$ cat src/rtl/mem_access_unit.sv
// Byte/halfword/word load-store front end for a word-only data memory.
// Narrow stores use read-modify-write; loads are sign- or zero-extended.
module mem_access_unit #(
    parameter int unsigned ADDR_W = 6
) (
    input  logic              CLK,
    input  logic              RESET,
    input  logic              Req,
    input  logic              Store,
    input  logic [1:0]        Size,
    input  logic              Signed,
    input  logic [31:0]       Addr,
    input  logic [31:0]       WData,
    output logic              Busy,
    output logic              Done,
    output logic              Err,
    output logic [31:0]       RData,
    output logic [ADDR_W-1:0] MemA,
    output logic              MemWE,
    output logic [31:0]       MemWD,
    input  logic [31:0]       MemRD
);

    localparam int unsigned DATA_W = 32;

    localparam logic [1:0] SZ_BYTE = 2'b00;
    localparam logic [1:0] SZ_HALF = 2'b01;
    localparam logic [1:0] SZ_WORD = 2'b10;
    localparam logic [1:0] SZ_RSVD = 2'b11;

    typedef enum logic [2:0] {
        S_IDLE,
        S_READ,
        S_WRITE,
        S_DONE,
        S_ERR
    } state_t;

    state_t state;
    state_t next_state;

    logic [1:0]        off_q;
    logic [1:0]        size_q;
    logic              store_q;
    logic              signed_q;
    logic [DATA_W-1:0] wdata_q;

    logic              bad_c;
    logic [DATA_W-1:0] load_c;
    logic [DATA_W-1:0] merge_c;

    // Request legality: reserved size, misalignment, or beyond the memory's byte range.
    always_comb begin
        bad_c = 1'b0;
        if (Size == SZ_RSVD)                      bad_c = 1'b1;
        if ((Size == SZ_HALF) && Addr[0])         bad_c = 1'b1;
        if ((Size == SZ_WORD) && (|Addr[1:0]))    bad_c = 1'b1;
        if (|Addr[31:ADDR_W+2])                   bad_c = 1'b1;
    end

    // Load formatting and store lane merge, both operating on the word read this cycle.
    always_comb begin
        logic [DATA_W-1:0] shifted;
        logic [DATA_W-1:0] mask;
        logic [DATA_W-1:0] lane;
        logic [4:0]        shamt;

        shamt   = {off_q, 3'b000};
        shifted = MemRD >> shamt;
        load_c  = MemRD;
        mask    = '0;
        lane    = '0;
        merge_c = wdata_q;

        case (size_q)
            SZ_BYTE: load_c = signed_q ? {{24{shifted[7]}}, shifted[7:0]}
                                       : {24'h000000, shifted[7:0]};
            SZ_HALF: load_c = signed_q ? {{16{shifted[15]}}, shifted[15:0]}
                                       : {16'h0000, shifted[15:0]};
            default: load_c = MemRD;
        endcase

        case (size_q)
            SZ_BYTE: begin
                mask    = DATA_W'(32'h0000_00FF) << shamt;
                lane    = DATA_W'(wdata_q[7:0]) << shamt;
                merge_c = (MemRD & ~mask) | (lane & mask);
            end
            SZ_HALF: begin
                mask    = DATA_W'(32'h0000_FFFF) << shamt;
                lane    = DATA_W'(wdata_q[15:0]) << shamt;
                merge_c = (MemRD & ~mask) | (lane & mask);
            end
            default: merge_c = wdata_q;
        endcase
    end

    // State register.
    always_ff @(posedge CLK or negedge RESET) begin
        if (!RESET) state <= S_IDLE;
        else        state <= next_state;
    end

    // Next-state logic; Req is only looked at in IDLE.
    always_comb begin
        next_state = state;
        case (state)
            S_IDLE:  if (Req) next_state = bad_c ? S_ERR : S_READ;
            S_READ:  next_state = store_q ? S_WRITE : S_DONE;
            S_WRITE: next_state = S_DONE;
            S_DONE:  next_state = S_IDLE;
            S_ERR:   next_state = S_IDLE;
            default: next_state = S_IDLE;
        endcase
    end

    // Status and memory strobes are registered decodes of the next state only.
    always_ff @(posedge CLK or negedge RESET) begin
        if (!RESET) begin
            Busy  <= 1'b0;
            Done  <= 1'b0;
            Err   <= 1'b0;
            MemWE <= 1'b0;
        end else begin
            Busy  <= (next_state != S_IDLE);
            Done  <= (next_state == S_DONE) || (next_state == S_ERR);
            Err   <= (next_state == S_ERR);
            MemWE <= (next_state == S_WRITE);
        end
    end

    // Request capture and data path registers.
    always_ff @(posedge CLK or negedge RESET) begin
        if (!RESET) begin
            MemA     <= '0;
            off_q    <= '0;
            size_q   <= '0;
            store_q  <= 1'b0;
            signed_q <= 1'b0;
            wdata_q  <= '0;
            RData    <= '0;
            MemWD    <= '0;
        end else begin
            if ((state == S_IDLE) && Req) begin
                MemA     <= Addr[ADDR_W+1:2];
                off_q    <= Addr[1:0];
                size_q   <= Size;
                store_q  <= Store;
                signed_q <= Signed;
                wdata_q  <= WData;
            end
            if (state == S_READ) begin
                if (store_q) MemWD <= merge_c;
                else         RData <= load_c;
            end
        end
    end

endmodule

$ cat config.mk
export PLATFORM = sky130hd
export DESIGN_NAME = mem_access_unit
export DESIGN_NICKNAME = d
export VERILOG_FILES = /design/src/rtl/mem_access_unit.sv
export SDC_FILE = /design/constraint.sdc
export NUM_CORES = 1
export LEC_CHECK = 0
export BUFFER_PORTS_ARGS = -buffer_cell sky130_fd_sc_hd__clkbuf_2
export CAP_MARGIN = 0
export CORE_ASPECT_RATIO = 0.9
export CORE_MARGIN = 4
export CORE_UTILIZATION = 52
export CTS_CLUSTER_SIZE = 30
export DETAILED_ROUTE_END_ITERATION = 10
export GPL_TIMING_DRIVEN = 0
export PLACE_DENSITY_LB_ADDON = 0.2
export SYNTH_ARGS = -nofsm -noshare
export SYNTH_HDL_FRONTEND = slang
export SYNTH_SLANG_ARGS = --single-unit
$ cat constraint.sdc
create_clock -name CLK -period 2.8 [get_ports CLK]
set_clock_uncertainty 0.05 [all_clocks]
set_input_delay 0 -clock CLK [delete_from_list [all_inputs] [get_ports CLK]]
set_output_delay 0 -clock CLK [all_outputs]
set_load 0.01 [all_outputs]
==> flow_metrics.py <==
metrics = {
    "grt": {
        "grt_pass1_vias": 6548,
        "grt_max_degree": 116,
        "grt_usage": 0.339,
        "antenna_found_initial": 0,
        "grt_pass1_wl_um": 34200,
        "grt-ovfl-total": 0,
    },
    "timing": {
        "fin_crit_sh": 0.872,
        "setup_tns_ns": 0,
        "hold_viol_final": 0,
        "worst_slew_margin_rel": 0.391,
        "final-max-slew-violation-count": 0,
        "tightest_slew_ns": 0.913,
        "timing.fmax_mhz": 410,
        "rsz0062_at_grt": "no",
        "final.min_clock_period_ns": 2.44,
        "finalSetupViolations": 0,
    },
    "cts": {
        "cts.sinks": 115,
        "path_clk_slew_ns": 0.05,
        "cts_root_buffer": "clkbuf_16",
        "clock_latency_ns": 0.42,
        "cts-buffers-inserted": 17,
        "htreeDepth": 4,
        "cts_max_path_buffers": 2,
        "cts_tree": "yes",
    },
    "die": {
        "start_util": 0.537,
        "ios": 177,
        "fp.dieH_um": 109,
        "die_w_um": 120,
        "core_area_um2": 10900,
        "die_area_um2": 13100,
        "rows": 36,
    },
    "final_layout": {
        "instances_no_fill": 1103,
        "nets": 1048,
        "fill_cells": 774,
        "layout-drive-gt1-share": 0.265,
        "antenna_cells": 0,
        "area_growth_pct": 42.6,
    },
    "detailed_routing": {
        "post_drt_wl_per_cell_um": 19.7,
        "totalWireLength_um": 21800,
        "drt.antenna.violating_nets": 0,
        "drt_iter0_drc": 697,
        "vias": 6436,
        "drtPass1Iterations": 6,
        "drc": 0,
        "via_per_inst": 5.83,
    },
    "worst_setup_path": {
        "worst-r2r-cell-count": 9,
        "cp_data_required_time_ns": 3.09,
        "criticalPathCategory": "register to register",
        "critPathMostFrequentCell": "buf_6",
        "slowest_delay_ns": 0.41,
        "crit_chain": "buf_6 -> buf_6 -> inv_2 -> ha_1 -> clkbuf_1 -> nand2_1 -> a21oi_1 -> or3_1 -> a31oi_1",
        "crit_arrival_ns": 2.73,
        "path_buf_inv": 4,
        "crit_path_max_fanout": 11,
        "crit_slowest_cell": "dfrtp_1",
        "worstSetupStartpointType": "register",
        "path_delay_family": "buffers and inverters",
        "cp-end-kind": "register",
        "path_depth": 9,
        "r2r_slack_ns": 0.36,
    },
    "logic_synthesis": {
        "synth_enable_flop_cells": 0,
        "synth.avg_cell_area_um2": 8.86,
        "ys_ff_latch": 115,
        "synth_flop_cell": "dfrtp_1",
        "yosysMostFrequentCell": "nand2_1",
        "syn_inst": 663,
        "yosys_warnings": 0,
        "synth_top_area_frac": 0.490,
        "synth_cell_type_count": 57,
        "synth_commonest_cells": "156 x nand2_1, 115 x dfrtp_1, 66 x a21oi_1",
        "synth.largest_area_cell": "dfrtp_1",
        "async_flop_share": 1.00,
        "yosysSeqAreaShare": 0.490,
        "synth_area_um2": 5870,
        "synth_fp_nets": 770,
        "synthTopCellsByArea": "dfrtp_1 49%, nand2_1 10%, a21oi_1 5.6%",
    },
    "place": {
        "hpwl_um": 14700,
        "portBuffers": 176,
        "gp_congestion": 0.910,
        "placedCellCount": 991,
    },
    "power": {
        "power_density_nw_per_um2": 610,
        "ir_drop_mv": 0.482,
        "leakage_nw": 3.94,
    },
    "outcome": {
        "status": "finished, final reports clean",
    },
    "min_path": {
        "hold_path_depth": 4,
        "min_path_type": "primary input to register",
    },
    "flow_run": {
        "maxCapViolations": 0,
    },
}
==> path summary, 6_finish.rpt <==
| path | from | end |
|---|---|---|
| setup / recovery | off_q[0]$_DFFE_PN0P_ | MemWD[18]$_DFFE_PN0P_ |
| hold / removal | Req | MemA[2]$_DFFE_PN0P_ |
| setup reg to reg | off_q[0]$_DFFE_PN0P_ | MemWD[18]$_DFFE_PN0P_ |
| hold reg to reg | RData[1]$_DFFE_PN0P_ | RData[1]$_DFFE_PN0P_ |
| max in group asynchronous | RESET | wdata_q[6]$_DFFE_PN0P_ |
| min in group asynchronous | RESET | RData[30]$_DFFE_PN0P_ |
==> cells by family after synthesis <==
family | synth area share
flops | 0.490
fa+ha+maj | 0.00852
simple gates | 0.212
compound gates | 0.213
xor+xnor | 0.00149
mux | 0.0296
buf+inv | 0.0454
==> tightest hold or removal path: stages <==
cell and delay (ns):
clkbuf_2 0.09, nand3_1 0.26, nand2_1 0.09, nand2_1 0.06
==> stage by stage <==
step / hold WS, ns / cell area, um2 / power [mW] / util / worst slack [ns]
after floorplan: -0.346 / 5870 / 2.42 / - / 0.728
after global placement: 0.140 / 6940 / 2.76 / 0.634 / 0.117
after detailed placement: 0.137 / 6950 / 2.78 / 0.635 / 0.431
after CTS: 0.0782 / 8390 / 5.06 / 0.766 / 0.137
after global routing: 0.119 / 8380 / 5.27 / 0.765 / 0.261
final: 0.0653 / 8380 / 5.10 / 0.765 / 0.359
==> state kept, by name, indices dropped and copies added (netlist names), 2 cells and up <==
name / flops
MemWD: 32
MemA: 6
size_q: 2
wdata_q: 32
state: 3
RData: 32
off_q: 2
==> layout make-up <==
class / count / area (um2) / share of cell area
inverter: 7 / 26.3 / 0.00314
timing repair buffer: 259 / 1720 / 0.205
buffer: 46 / 240 / 0.0287
clock buffer: 24 / 492 / 0.0587
clock inverter: 5 / 100 / 0.0120
multi-input combinational: 495 / 2730 / 0.326
sequential: 115 / 2880 / 0.344
tap: 152 / 190 / 0.0227
==> cell usage in the layout (no fill, tap or decap), drive strengths merged, types with 21 or more instances in the layout <==
master,Yosys,final
a21oi,66,66
a221oi,23,23
a22oi,22,22
nand2,156,156
o21ai,47,47
nor2,62,62
dfrtp,115,115
clkbuf,25,225
buf,21,21
dlygate4sd3,0,83
==> what timing repair did <==
action                                 CTS  global route
hold buffers                            84             0
setup endpoints to repair                0             3
setup buffers                            0             0
endpoints found under the hold margin  213             0
gates resized for setup                  0             0
==> power breakdown <==
part           leakage [nW]  internal (mW)  switching (mW)
Combinational          2.35          0.405           0.578
Sequential             1.29           1.78           0.139
Clock                 0.292           1.47           0.735
Total                  3.94           3.65            1.45
==> metal layers <==
metal | vias up | routed length [um] | GRT usage
met1 | 3051 | 8590 | 0.435
met5 | - | 0 | 0
met3 | 74 | 2180 | 0.0835
met4 | 0 | 789 | 0.148
met2 | 402 | 10200 | 0.551
li1 | 2909 | - | -
No activity file was read; power rests on OpenSTA's default activity.
